<file path="src/rtl/ff_readout_sched.sv">
// Round-robin drain of event FIFOs 1..7 onto one 19-bit stream, one packet per grant.
// Optional stall timeout compiled in with `define FF_SCHED_TMO_EN.
module ff_readout_sched #(
  parameter int RD_LAT    = 2,
  parameter int MAX_WORDS = 4095,
  parameter int TMO_CYC   = 1023
) (
  input  logic        FASTCLK,
  input  logic        RST_B,
  input  logic [6:0]  ENAFF,
  input  logic [6:0]  FF_MT,
  input  logic [18:0] FF_RD_DATA,
  input  logic        HALT,
  input  logic        DOUT_READY,
  output logic [6:0]  FF_REN,
  output logic [2:0]  FF_SEL,
  output logic [18:0] DOUT,
  output logic [2:0]  DOUT_SRC,
  output logic        DOUT_VALID,
  output logic        PKT_DONE,
  output logic        BUSY,
  output logic [11:0] WORD_CNT,
  output logic        ERR_TRUNC,
  output logic        ERR_TMO,
  output logic [2:0]  dbg_state
);

  typedef enum logic [2:0] {
    S_IDLE  = 3'd0,
    S_ARB   = 3'd1,
    S_RDSTB = 3'd2,
    S_WAIT  = 3'd3,
    S_HOLD  = 3'd4,
    S_DONE  = 3'd5
  } state_t;

  state_t      state;
  logic [2:0]  ptr;
  logic [2:0]  lat_cnt;
  logic [2:0]  grant;
  logic [3:0]  idx;
  logic [6:0]  cand;
  logic [7:0]  sel_dec;
  logic [6:0]  sel_mask;
  logic        sel_empty;
  logic        last_word;
  logic [11:0] cnt_next;

  assign cand      = ENAFF & ~FF_MT;
  assign sel_dec   = 8'd1 << FF_SEL;
  assign sel_mask  = sel_dec[7:1];
  assign sel_empty = |(FF_MT & sel_mask);
  assign last_word = DOUT[16];
  assign cnt_next  = WORD_CNT + 12'd1;
  assign BUSY      = (state != S_IDLE);
  assign dbg_state = state;

  // Strobe is decoded from the state so it can only be high during RDSTB.
  assign FF_REN = (state == S_RDSTB && !sel_empty) ? sel_mask : 7'd0;

  // First candidate strictly after ptr, circular 7 -> 1; lowest k wins.
  always_comb begin
    grant = 3'd0;
    idx   = 4'd0;
    for (int k = 7; k >= 1; k--) begin
      idx = {1'b0, ptr} + 4'(k);
      if (idx > 4'd7) idx = idx - 4'd7;
      if (cand[idx[2:0] - 3'd1]) grant = idx[2:0];
    end
  end

`ifdef FF_SCHED_TMO_EN
  logic [15:0] tmo_cnt;
`else
  wire unused_tmo = ^TMO_CYC;
  assign ERR_TMO = 1'b0;
`endif

  // Output handshake: a word transfers on a cycle where DOUT_VALID and
  // DOUT_READY are both high; DOUT/DOUT_VALID are held until that happens.
  always_ff @(posedge FASTCLK or negedge RST_B) begin
    if (!RST_B) begin
      state      <= S_IDLE;
      ptr        <= 3'd7;
      lat_cnt    <= 3'd0;
      FF_SEL     <= 3'd0;
      DOUT       <= 19'd0;
      DOUT_SRC   <= 3'd0;
      DOUT_VALID <= 1'b0;
      PKT_DONE   <= 1'b0;
      WORD_CNT   <= 12'd0;
      ERR_TRUNC  <= 1'b0;
`ifdef FF_SCHED_TMO_EN
      ERR_TMO    <= 1'b0;
      tmo_cnt    <= 16'd0;
`endif
    end else begin
      PKT_DONE  <= 1'b0;
      ERR_TRUNC <= 1'b0;
`ifdef FF_SCHED_TMO_EN
      ERR_TMO   <= 1'b0;
`endif
      case (state)
        S_IDLE: begin
          if (!HALT && cand != 7'd0) state <= S_ARB;
        end
        S_ARB: begin
          if (cand == 7'd0) begin
            state <= S_IDLE;
          end else begin
            FF_SEL <= grant;
            state  <= S_RDSTB;
          end
        end
        S_RDSTB: begin
          if (!sel_empty) begin
            lat_cnt <= 3'(RD_LAT);
            state   <= S_WAIT;
`ifdef FF_SCHED_TMO_EN
            tmo_cnt <= 16'd0;
          end else if (tmo_cnt == 16'(TMO_CYC - 1)) begin
            ERR_TMO  <= 1'b1;
            PKT_DONE <= 1'b1;
            tmo_cnt  <= 16'd0;
            state    <= S_DONE;
          end else begin
            tmo_cnt <= tmo_cnt + 16'd1;
`endif
          end
        end
        S_WAIT: begin
          if (lat_cnt == 3'd1) begin
            DOUT       <= FF_RD_DATA;
            DOUT_SRC   <= FF_SEL;
            DOUT_VALID <= 1'b1;
            state      <= S_HOLD;
          end else begin
            lat_cnt <= lat_cnt - 3'd1;
          end
        end
        S_HOLD: begin
          if (DOUT_READY) begin
            DOUT_VALID <= 1'b0;
            WORD_CNT   <= cnt_next;
            // LAST takes precedence over the limit, so truncation needs LAST low.
            if (last_word || cnt_next == 12'(MAX_WORDS)) begin
              PKT_DONE  <= 1'b1;
              ERR_TRUNC <= !last_word;
              state     <= S_DONE;
            end else begin
              state <= S_RDSTB;
            end
          end
        end
        S_DONE: begin
          ptr      <= FF_SEL;
          FF_SEL   <= 3'd0;
          WORD_CNT <= 12'd0;
          state    <= S_IDLE;
        end
        default: state <= S_IDLE;
      endcase
    end
  end

endmodule
</file>
<file path="config.mk">
export PLATFORM = sky130hd
export DESIGN_NAME = ff_readout_sched
export DESIGN_NICKNAME = d
export VERILOG_FILES = /design/src/rtl/ff_readout_sched.sv
export SDC_FILE = /design/constraint.sdc
export NUM_CORES = 1
export LEC_CHECK = 0
export CORE_ASPECT_RATIO = 1.2
export CORE_MARGIN = 10
export CORE_UTILIZATION = 35
export DETAILED_ROUTE_END_ITERATION = 16
export DONT_BUFFER_PORTS = 1
export PLACE_DENSITY_LB_ADDON = 0.2
export SLEW_MARGIN = 20
export SYNTH_ARGS = -nofsm -noshare
export SYNTH_HDL_FRONTEND = slang
export SYNTH_SLANG_ARGS = --single-unit
export TNS_END_PERCENT = 5
</file>
<file path="constraint.sdc">
create_clock -name FASTCLK -period 3.8 [get_ports FASTCLK]
set_input_delay 0.76 -clock FASTCLK [delete_from_list [all_inputs] [get_ports FASTCLK]]
set_output_delay 0.76 -clock FASTCLK [all_outputs]
set_load 0.05 [all_outputs]
</file>
== After elaboration in Yosys (flattened, before gate mapping) ==
Cells that the tools add are included.

* RAM bits: 0
* Bits in registers: 49
* Input port bits: 37
* Latch bits: 0
* ROM bits: 0
* Memories kept: 0

* Eq/ne operators: 13
* Bitwise operators: 3
* Divide/modulo/power cells: 0
* Reduce and logical (&&, ||, !) cells: 21
* Magnitude comparators: 14
* Shifts and indexed selects: 1
* Add/sub/neg operators: 23
* Multipliers: 0
* Mux-type cells: 52

{| class="wikitable"
|+ Operator list
! cell !! count
|-
| $mux 3 || 22
|-
| $gt 4x3->1 const B || 7
|-
| $lt 3x4->1 const B || 7
|-
| $pmux 12 s2 || 1
|-
| $sub 3x1->3 const B || 8
|-
| $bmux 1 s3 || 7
|-
| $sub 3x3->3 const B || 7
|-
| $add 3x3->4 const B || 4
|-
| $mux 1 || 15
|-
| $pmux 3 s5 || 1
|-
| $and 7x7->7 || 2
|-
| $add 12x1->12 const B || 1
|-
| $eq 12x12->1 const B || 1
|-
| $mux 12 || 1
|-
| $ne 2x2->1 const B || 6
|-
| $pmux 3 s2 || 2
|-
| $add 3x2->4 const B || 2
|-
| $reduce_bool 2->1 || 4
|-
| $shl 1x3->8 const A || 1
|-
| $logic_not 7->1 || 1
|-
| $mux 7 || 1
|-
| $not 7->7 || 1
|-
| $reduce_bool 7->1 || 1
|-
| $reduce_or 7->1 || 1
|-
| other kinds (14) || 23
|}

== Logic depth before layout (Yosys ltp) ==
Gate-level depths: netlist of the first run.

* Word-level depth: 15
* Gate-level depth with buffers: 15
* Gate-level depth less buffers: 12

== Worst setup path before layout of the first run ==
OpenSTA, ideal clock, no wires.

* Kind: register to register
* Start: register ptr[0]
* End: register FF_SEL[2]
* Setup time: 0.084 ns
* Arrival time: 3.726 ns
* Required time: 3.716 ns
* Cell stages (with the launch flop): 15
* Setup slack: -0.009 ns
* Period minus slack after synthesis: 3.809 ns
* Cell sequence: dfstp_2 > buf_6 > clkbuf_1 > inv_1 > ha_1 > buf_1 > nand2_1 > o21ai_0 > ha_1 > and4b_1 > a211o_1 > mux2i_1 > or3b_1 > a211o_1 > a41oi_2

* Longest elaborated chain between the ends: 15

{| class="wikitable"
|+ Ends and longest elaborated chain
! item !! RTL line !! text
|-
| start, declared || 38 || <nowiki>logic [2:0] ptr;</nowiki>
|-
| start signal, assigned || 84 || <nowiki>ptr <= 3'd7;</nowiki>
|-
| start signal, assigned || 156 || <nowiki>ptr <= FF_SEL;</nowiki>
|-
| $add 3x3->4 || 66 || <nowiki>idx = {1'b0, ptr} + 4'(k);</nowiki>
|-
| $gt 4x3->1 / $sub 3x3->3 (equally long branches) || 67 || <nowiki>if (idx > 4'd7) idx = idx - 4'd7;</nowiki>
|-
| $mux 3 || 67 ||
|-
| $sub 3x1->3 || 68 || <nowiki>if (cand[idx[2:0] - 3'd1]) grant = idx[2:0];</nowiki>
|-
| $bmux 1 s3 || 68 ||
|-
| $mux 1 (not written as such) || 68 ||
|-
| $mux 3 (6 in a row) || 68 ||
|-
| $mux 3 * || 68 ||
|-
| $mux 3 * || 108 || <nowiki>if (cand == 7'd0) begin</nowiki>
|-
| $pmux 3 s2 * || 103 || <nowiki>case (state)</nowiki>
|-
| end signal, assigned || 111 || <nowiki>FF_SEL <= grant;</nowiki>
|-
| end, declared || 16 || <nowiki>output logic [2:0] FF_SEL,</nowiki>
|}

Every way passes the cells marked *; elsewhere a longest branch is shown, timed or not. The select of a mux whose other input is x is not followed.
A chain may end at the register's enable or synchronous reset.

== Final worst setup path of the first run ==
* Start: register ptr[1]
* End: register FF_SEL[0]

The elaborated chain is that of the path after synthesis.

==> impl_results.md, run 1 <==
* Status: completed
* Crit path required time at 4020 ps
* Pin count of the biggest net entering global routing at 50
* Hold buffers post-CTS at 0
* Global-route wire length before repair at 17.8 mm
* Mapped cell area at 3930 um2
* H-tree levels at 2
* Vias per inst at 5.78
* Combinational share of power at 52.7%
* Ant. Diodes at 0
* RSZ-0062 raised after global routing: false
* Startpoint Class: register
* Net Sw Frac at 50.2%
* Fin Setup TNS at 0 ps
* Cell internal pwr at 1.88 mW
* Max Fanout on Critical Path at 7
* Share of the synthesized area in the top cell type at 29.3%
* Synth cell count leaders: dfrtp_1 (46), mux2_2 (31), o21ai_0 (28), nand2_1 (26), ha_1 (23)
* Post-DRT Antenna Nets at 0
* Min-Delay Path Class: primary input to asynchronous set/reset pin
* Post-CTS setup buffer count at 0
* GR Util All Layers at 14.0%
* Cell Rows at 42
* Worst slack, placed at 242 ps
* Initial antenna violation count at 0
* Tmin final at 3600 ps
* Worst-Margin Slew at 749 ps
* Vias in the first global route at 3188
* Count leader, synth: dfrtp_1
* Post-synth EDFFs at 0
* Largest cells by area after synthesis: dfrtp_1 (29%), mux2_2 (8.9%), ha_1 (7.3%), o21ai_0 (3.6%), mux4_2 (3.4%)
* PnR worst setup slack at 198 ps
* Final-report hold violation count at 0
* Total Routed Length at 11.1 mm
* Post-synthesis cell type with the largest combined area: dfrtp_1
* Adder-Cell Fraction of Synth Area at 7.33%
* IO Count at 89
* Seq/Total Area, Yosys at 31.3%
* Power share of the sequential group at 35.6%
* Async SR Flop Fraction at 100%
* Die Wd at 117 um
* VDD IR max at 0.000615 V
* Layout area overhead at 10.8%
* CTS max path bufs at 2
* Core Region at 11000 um2
* Remaining DRCs at 0
* Layout cell share with drive strength beyond 1 at 19.9%
* Leak at 1.86 nW
* GPL Wtd Cong at 0.885
* I/O Buffers at 0
* Syn nets at 469
* Detailed Place HPWL at 8.63 mm
* Final #Nets at 481
* Total CTS buffers at 5
* Worst slew margin at 49.4%
* Via count at 3200
* Seq cells post-synth at 49
* 1st-pass router iterations at 4
* Clk_skew at 5.10 ps
* Final setup viols at 0
* Ys Warns at 0
* DIE HEIGHT at 136 um
* PwrDens at 865 nW/um2
* CTS tree: done
* Psw at 1.89 mW
* Worst-Skew Late Latency at 290 ps
* Iter 0 DRT Violations at 248
* CP Capture Type: register
* Synth Area in Compound Gates at 12.7%
* Primary FF master, synth: dfrtp_1
* Period utilisation layout at 94.8%
* Die area at 15900 um2
* Syn Area/Cell at 9.60 um2
* Main combinational cell family by area after synthesis: simple AND/OR/NAND/NOR gates
* Synth Area in Simple Gates at 21.7%
* Final slew viol count at 0
* Clk pwr share at 11.7%
* F_max at 278 MHz
* Total global routing overflow at 0
* Post-synthesis mux area share at 16.0%
* Post-synthesis xor/xnor area fraction at 6.92%
* Critical Path AT at 3820 ps
* Yosys cell types at 64
* Initial Util at 35.7%
* Critical path class: register to register
* Clock root buffer: clkbuf_16
* Post_cts resized at 0
* Avg WL per Cell at 20.1 um
* Post-synthesis cell count at 409
* Clock sink count at 49
* Maxcap violations at 0
* CTS clock-pin slew for the worst setup and hold paths at 70 ps
-- sequential cells by signal (all words and copies together) (netlist names) --
register,flops
DOUT_VALID,1
lat_cnt,3
DOUT_SRC,3
WORD_CNT,12
ptr,3
dbg_state,3
DOUT,19
FF_SEL,3
PKT_DONE,1
ERR_TRUNC,1
-- final timing paths --
kind | from | end | slack, ps | cells after the start
setup / recovery | ptr[1] | FF_SEL[0] | 200 | 10
hold / removal | RST_B | WORD_CNT[9] | 160 | 0
setup reg to reg | ptr[1] | FF_SEL[0] | 200 | 10
hold reg to reg | lat_cnt[0] | lat_cnt[0] | 510 | 1
max in group asynchronous | RST_B | ptr[0] | 3450 | 0
min in group FASTCLK | lat_cnt[0] | lat_cnt[0] | 510 | 1
-- layout make-up --
type / count / area [um2]
fill: 1102 / 6630
multi-input combinational: 323 / 2560
sequential: 49 / 1230
timing repair buffer: 24 / 180
tap: 132 / 165
clock buffer: 6 / 129
inverter: 18 / 67.6
clock inverter: 2 / 15.0
-- power by group through the flow --
stage	registers [mW]	logic (mW)	clock network, mW
6_report	1.34	1.98	0.439
5_1_grt	1.37	2.15	0.476
4_1_cts	1.35	1.97	0.459
3_5_place_dp	1.35	1.96	0
3_3_place_gp	1.35	1.93	0
2_1_floorplan	1.34	1.52	0
-- through the flow --
step           cells  hold slack, ps  power (mW)  instance area [um2]  utilization, %
6_report         554             159        3.76                 4350            39.6
5_1_grt          554             140        4.00                 4350            39.6
4_1_cts          554             148        3.78                 4350            39.6
3_5_place_dp     546             467        3.32                 4210            38.3
3_3_place_gp     546             466        3.29                 4210            38.3
2_1_floorplan    409             464        2.86                 3930               -
-- cell families (layout without fill, tap and decap cells) --
family / after synthesis / count (layout)
other: 1 / 1
xor gates and xnor gates: 23 / 23
adders and majority gates: 23 / 23
DFF: 49 / 49
muxes: 51 / 51
buffers and inverters: 37 / 50
and+or+nand+nor: 150 / 150
AOI/OAI and AO/OA: 75 / 75
-- layout by cell type (no fill, tap or decap), types with 4 or more instances in the layout --
cell type	synthesis	routed
dfrtp_1	46	46
mux2_2	31	31
o21ai_0	28	28
nand2_1	26	26
buf_4	1	24
ha_1	23	23
nor2b_1	20	20
nor2_1	20	20
nand3_1	18	18
inv_1	17	17
mux2i_1	13	12
xnor2_1	11	11
a21oi_1	10	10
xor2_1	7	7
nand2b_1	7	7
mux4_2	6	6
nand3b_1	6	6
nor3_1	7	6
or3_1	5	5
nor3b_1	7	5
a31oi_1	5	5
nand4_1	5	5
a211o_1	5	5
clkbuf_16	0	5
and3_1	4	4
and3b_1	4	4
xnor3_1	4	4
-- critical path, stage by stage, from the launching register on --
cell	delay [ps]
dfstp_2	590
inv_1	150
ha_1	270
xor2_1	490
ha_1	280
xnor3_1	350
mux2_2	290
mux2i_1	320
mux2_2	380
a211o_1	280
a21oi_1	140
-- metal layers --
layer	routed length, um	share of wire, %	track usage [%]
met2	5380	48	22.7
met5	0	0	0
met3	975	8.8	4.94
met4	241	2.2	4.75
met1	4530	41	16.8
No activity file was read; power rests on OpenSTA's default activity.
==> run 2: changes to the inputs <==
--- a/config.mk
+++ b/config.mk
@@ -5,6 +5,7 @@
 export SDC_FILE = /design/constraint.sdc
 export NUM_CORES = 1
 export LEC_CHECK = 0
+export CAP_MARGIN = 10
 export CORE_ASPECT_RATIO = 1.2
 export CORE_MARGIN = 10
 export CORE_UTILIZATION = 35
==> constraint.sdc (replaced) <==
create_clock -name FASTCLK -period 3.8 [get_ports FASTCLK]
set_input_delay 0.38 -clock FASTCLK [delete_from_list [all_inputs] [get_ports FASTCLK]]
set_output_delay 0.38 -clock FASTCLK [all_outputs]
set_load 0.05 [all_outputs]
==> run 2 against run 1 <==
Effect of this change: cell count shrank 1.1%; fmax grew 0.45%; register-to-register slack gained 20 ps; via count is essentially flat; die area is the same; non-clock buffer count shrank 6; clock-buffer cell count shrank 1; global-route usage grew 0.092 points; hold slack gained 76 ps; combinational power shrank 2%; sequential cell count is the same; first-iteration DRC count shrank 45%; critical path type unchanged; largest cell class unchanged.
==> impl_results.md, run 2 (synthesized netlist as in run 1, its figures left out) <==
* Via count at 3197 (-0.094%)
* Largest regs: DOUT (19), WORD_CNT (12)
* I/O Buffers at 0 (unchanged)
* Global-route wire length before repair at 17.9 mm (+0.35%)
* PwrDens at 865 nW/um2 (about the same)
* DIE HEIGHT at 136 um (unchanged)
* GR Util All Layers at 14.1% (+0.092 points)
* VDD IR max at 0.000474 V (-23%)
* Critical path class: register to register
* Reg2reg setup slack at 210 ps (+20 ps)
* CTS tree: done
* Crit-path cells: inv_1, ha_1, mux2_2, ha_1, xnor3_1, mux2_2, mux2i_1, mux2_2, a211o_1, a21oi_1
* Slowest-stage cell, CP: dfstp_2
* Total global routing overflow at 0 (unchanged)
* Most common cell after layout, fill and taps aside: dfrtp_1
* F_max at 279 MHz (+0.45%)
* Total CTS buffers at 5 (unchanged)
* Initial Util at 35.7% (unchanged)
* Final #Nets at 475 (-1.2%)
* Min-Delay Path Class: primary input to register
* FF-to-FF Start: ptr[1]
* IO Count at 89 (unchanged)
* Max stage delay on crit path at 600 ps (about the same)
* H-tree levels at 2 (unchanged)
* CTS max path bufs at 2 (unchanged)
* Maxcap violations at 0 (unchanged)
* Most frequent cells in the layout: dfrtp_1 (46), mux2_2 (31), o21ai_0 (28)
* Remaining DRCs at 0 (unchanged)
* WHS Endpoint: DOUT[17]
* Largest register by flop count: DOUT
* Hold Path Origin: FF_RD_DATA[17]
* Post-route insts no fill at 548 (-1.1%)
* Clock root buffer: clkbuf_16
* Worst-Margin Slew at 837 ps (+87.8 ps)
* Pin count of the biggest net entering global routing at 50 (unchanged)
* GPL Wtd Cong at 0.932 (+5.4%)
* Avg WL per Cell at 20.3 um (+0.86%)
* Cell Rows at 42 (unchanged)
* Tmin final at 3590 ps (-16.3 ps)
* Clock sink count at 49 (unchanged)
* Startpoint Class: register
* Crit path required time at 4010 ps (about the same)
* Finished Core Util at 39.5% (-0.11 points)
* Post-CTS setup buffer count at 0 (unchanged)
* Tot Pwr at 3.75 mW (-0.30%)
* Layout cell share with drive strength beyond 1 at 19.0% (-0.91 points)
* CP Capture Type: register
* Leak at 1.84 nW (-0.89%)
* Detailed Place HPWL at 8.61 mm (-0.30%)
* Max reg flops at 19 (unchanged)
* Fin Setup TNS at 0 ps (unchanged)
* Period utilisation layout at 94.4% (-0.43 points)
* DP Area at 4150 um2 (-1.4%)
* Ant. Diodes at 0 (unchanged)
* Post-DRT Antenna Nets at 0 (unchanged)
* RSZ-0062 raised after global routing: false
* Post-Place Cells at 538 (-1.5%)
* Final slew viol count at 0 (unchanged)
* Critical Path AT at 3800 ps (-20 ps)
* Total Routed Length at 11.1 mm (-0.23%)
* Clk_skew at 2.52 ps (-2.58 ps)
* Cell mode on critical path: mux2_2
* Worst r2r path cells at 10 (unchanged)
* Die area at 15900 um2 (unchanged)
* Finished Cell Area at 4340 um2 (-0.29%)
* Fill cell total of the finished layout at 1087 (-1.4%)
* Final-report hold violation count at 0 (unchanged)
* Hold Crit Depth at 1
* R2R Path End: FF_SEL[0]
* Max Fanout on Critical Path at 7 (unchanged)
* Die Wd at 117 um (unchanged)
* Vias in the first global route at 3374 (+5.8%)
* Layout area overhead at 10.5%
* Status: completed
* Worst-Skew Late Latency at 290 ps (about the same)
* 1st-pass router iterations at 4 (unchanged)
* Iter 0 DRT Violations at 137 (-45%)
* CTS clock-pin slew for the worst setup and hold paths at 70 ps (about the same)
* Final setup viols at 0 (unchanged)
* Vias per inst at 5.83 (+1.0%)
* Initial antenna violation count at 0 (unchanged)
* Core Region at 11000 um2 (unchanged)
* Worst slew margin at 44.1% (-5.3 points)
run 2: report_power, final:
part	internal [mW]	switching (mW)	total, mW
logic	0.912	1.03	1.94
registers	0.693	0.672	1.36
clock network	0.245	0.198	0.443
run 2: critical path, delay by kind of cell (launching register included):
kind                     cells  cell delay [ps]
XOR/XNOR                     1              340
adder cells (fa/ha/maj)      2              590
AO/OA/AOI/OAI                2              450
flip-flops                   1              600
multiplexers                 4             1360
buffers and inverters        1              160
run 2: worst max-delay path by stage:
stage / startpoint / endpoint / slack, ps / cells after the start
2_1_floorplan: ptr[0] / FF_SEL[0] / 30 / 13
3_3_place_gp: ptr[1] / FF_SEL[0] / 330 / 10
3_5_place_dp: ptr[1] / FF_SEL[0] / 180 / 10
4_1_cts: ptr[1] / FF_SEL[0] / 140 / 10
5_1_grt: ptr[1] / FF_SEL[2] / 50 / 14
6_report: ptr[1] / FF_SEL[0] / 210 / 10
run 2: layer usage:
metal / vias up / global-route usage [%] / wire length [um]
met5: - / 0 / 0
met4: 0 / 5.71 / 307
met3: 21 / 4.81 / 940
met2: 107 / 23.2 / 5300
met1: 1564 / 16.3 / 4560
li1: 1505 / - / -
run 2: final cells by class:
type / count / area (um2) / share of cell area [%]
clock buffer: 5 / 125 / 2.88
clock inverter: 3 / 21.3 / 0.490
inverter: 18 / 67.6 / 1.56
multi-input combinational: 323 / 2570 / 59.3
sequential: 49 / 1230 / 28.4
tap: 132 / 165 / 3.81
timing repair buffer: 18 / 158 / 3.63
run 2: metrics by stage:
stage	setup WS, ps	hold WS (ps)
after floorplan	32.0	84.4
after global placement	333	86.5
after detailed placement	179	86.3
after CTS	139	227
after global routing	48.9	224
final	215	235
run 2: repair_timing:
item | 4_1_cts | 5_1_grt
endpoints found under the setup margin | 0 | 1
gates resized for setup | 0 | 1
hold endpoints to repair | 49 | 0
hold buffers | 2 | 0
==> run 3: changes to the inputs <==
--- a/config.mk
+++ b/config.mk
@@ -11,6 +11,7 @@
 export CORE_UTILIZATION = 35
 export DETAILED_ROUTE_END_ITERATION = 16
 export DONT_BUFFER_PORTS = 1
+export GPL_TIMING_DRIVEN = 0
 export PLACE_DENSITY_LB_ADDON = 0.2
 export SLEW_MARGIN = 20
 export SYNTH_ARGS = -nofsm -noshare
==> run 3 against run 2 <==
Effect of this change: register-to-register slack worse by 210 ps; clock skew about the same; power up 4.4%; clock-buffer cell count up 2; sequential power about the same; die area unchanged; sequential cell count unchanged.
==> impl_results.md, run 3 (synthesized netlist as in run 1, its figures left out) <==
* Worst-Margin Slew at 937 ps (+99.9 ps)
* IO Count at 89 (unchanged)
* Layout area overhead at 12.5%
* Clk pwr share at 12.9% (+1.1 points)
* Most frequent cells in the layout: dfrtp_1 (46), mux2_2 (31), o21ai_0 (28)
* R2R Path End: FF_SEL[0]
* CTS max path bufs at 2 (unchanged)
* Initial antenna violation count at 0 (unchanged)
* Via count at 3235 (+1.2%)
* Startpoint Class: register
* RSZ-0062 raised after global routing: true
* Psw at 1.93 mW (+1.4%)
* DIE HEIGHT at 136 um (unchanged)
* Worst r2r path cells at 12 (+2)
* Clock root buffer: clkbuf_16
* Tot Pwr at 3.92 mW (+4.4%)
* Power share of the sequential group at 35.5% (-0.9 points)
* Crit path from: ptr[2]
* FF-to-FF Start: ptr[2]
* Global-route wire length before repair at 17.3 mm (-3.2%)
* Remaining DRCs at 0 (unchanged)
* Net Sw Frac at 49.2% (-1.5 points)
* Finished Cell Area at 4420 um2 (+1.8%)
* Crit path required time at 3990 ps (-20 ps)
* Worst slack, placed at -694 ps (-872 ps)
* CP Capture Type: register
* Worst-Skew Late Latency at 280 ps (about the same)
* DP Area at 4110 um2 (-0.88%)
* Most common cell after layout, fill and taps aside: dfrtp_1
* Tmin final at 3790 ps (+206 ps)
* Critical Path AT at 3980 ps (+180 ps)
* Cell internal pwr at 1.99 mW (+7.6%)
* Pin count of the biggest net entering global routing at 50 (unchanged)
* Largest regs: DOUT (19), WORD_CNT (12)
* PwrDens at 887 nW/um2 (+2.5%)
* Worst slew margin at 35.9% (-8.2 points)
* Slowest-stage cell, CP: dfstp_2
* Vias in the first global route at 3163 (-6.3%)
* Max Fanout on Critical Path at 8 (+1)
* Die area at 15900 um2 (unchanged)
* Iter 0 DRT Violations at 266 (+94%)
* Final slew viol count at 0 (unchanged)
* Final setup viols at 0 (unchanged)
* Layout cell share with drive strength beyond 1 at 18.2% (-0.79 points)
* 1st-pass router iterations at 5 (+1)
* Leak at 1.84 nW (about the same)
* Maxcap violations at 0 (unchanged)
* VDD IR max at 0.000466 V (-1.6%)
* CTS tree: done
* Ant. Diodes at 0 (unchanged)
* Post-DRT Antenna Nets at 0 (unchanged)
* Critical path class: register to register
* Min-Delay Path Class: primary input to register
* Status: completed
* Final-report hold violation count at 0 (unchanged)
* Max reg flops at 19 (unchanged)
* Max stage delay on crit path at 580 ps (-20 ps)
* H-tree levels at 2 (unchanged)
* F_max at 264 MHz (-5.4%)
* CTS clock-pin slew for the worst setup and hold paths at 60 ps (about the same)
* Die Wd at 117 um (unchanged)
* PnR worst setup slack at 8.67 ps (-206 ps)
* Crit path capture: FF_SEL[0]
* Final #Nets at 482 (+1.5%)
* Detailed Place HPWL at 8.56 mm (-0.53%)
* Clock sink count at 49 (unchanged)
* Clk_skew at 2.49 ps (-0.0324 ps)
* Combinational share of power at 51.5% (-0.3 points)
* I/O Buffers at 0 (unchanged)
* Vias per inst at 5.83 (about the same)
* Total global routing overflow at 0 (unchanged)
* Core Region at 11000 um2 (unchanged)
* Reg2reg setup slack at 9 ps (-210 ps)
* Avg WL per Cell at 19.9 um (-1.6%)
* Total Routed Length at 11.1 mm (-0.39%)
* Largest register by flop count: DOUT
* Initial Util at 35.7% (unchanged)
* GPL Wtd Cong at 0.906 (-2.9%)
* Period utilisation layout at 99.8% (+5.4 points)
* Cell Rows at 42 (unchanged)
* Crit-path cells: buf_2, clkinvlp_4, buf_4, ha_1, xor2_2, ha_1, xnor3_1, mux2_2, mux2i_4, mux2_2, a211o_1, a21oi_1
* Total CTS buffers at 5 (unchanged)
* GR Util All Layers at 13.8% (-0.34 points)
run 3: changes by cell type in the layout (fill, tap and decap cells not counted), sizes merged:
| cell | change |
|---|---|
| buf | -8 |
| bufinv | +1 |
| clkbuf | +17 |
| clkinv | -1 |
| inv | -2 |
run 3: metrics by stage:
step | utilization (%) | instances | hold slack (ps) | setup TNS, ps
after floorplan | - | 409 | 84.4 | 0
after global placement | 37.3 | 541 | 86.4 | -2110
after detailed placement | 37.4 | 541 | 86.2 | -2050
after CTS | 39.7 | 550 | 233 | -65.0
after global routing | 40.2 | 555 | 231 | -786
final | 40.2 | 555 | 242 | 0
run 3: power groups by stage:
stage	Sequential (mW)	Clock [mW]	Combinational, mW
CTS	1.40	0.525	1.96
floorplan	1.34	0	1.52
detailed placement	1.40	0	1.86
global route	1.43	0.541	2.20
global placement	1.41	0	1.82
finish	1.39	0.507	2.02
run 3: how the worst min path moves through the flow:
| stage | to | start | cells after the start |
|---|---|---|---|
| detailed placement | WORD_CNT[9] | RST_B | 0 |
| floorplan | DOUT[0] | RST_B | 0 |
| finish | DOUT[8] | FF_RD_DATA[8] | 1 |
| global route | DOUT[14] | FF_RD_DATA[14] | 1 |
| global placement | WORD_CNT[9] | RST_B | 0 |
| CTS | DOUT[15] | FF_RD_DATA[15] | 1 |
run 3: cell type report:
| type | count | area [um2] |
|---|---|---|
| Multi-Input combinational cell | 323 | 2620 |
| Inverter | 18 | 71.3 |
| Clock inverter | 1 | 30.0 |
| Sequential cell | 49 | 1230 |
| Timing Repair Buffer | 7 | 75.1 |
| Tap cell | 132 | 165 |
| Buffer | 18 | 83.8 |
| Clock buffer | 7 | 143 |
| Fill cell | 1071 | 6570 |
run 3: timing repair:
action / CTS / global route
setup buffers: 0 / 5
gates resized for setup: 7 / 6
setup endpoints to repair: 3 / 7
pin swaps: 0 / 1
hold buffers: 2 / 0
hold endpoints to repair: 49 / 0
run 3: worst max-delay path: cells and delay by family (launching register included):
| family | cells | cell delay [ps] |
|---|---|---|
| buffers and inverters | 3 | 540 |
| multiplexers | 3 | 890 |
| flip-flops | 1 | 580 |
| XOR/XNOR | 2 | 680 |
| AO/OA/AOI/OAI | 2 | 510 |
| adder cells (fa/ha/maj) | 2 | 480 |
run 3: routing by layer:
metal / GRT usage (%) / routed length (um) / vias to the layer above
met3: 5.42 / 1080 / 16
met5: 0 / 0 / -
met1: 15.9 / 4460 / 1568
met4: 4.47 / 216 / 0
li1: - / - / 1527
met2: 22.7 / 5300 / 124
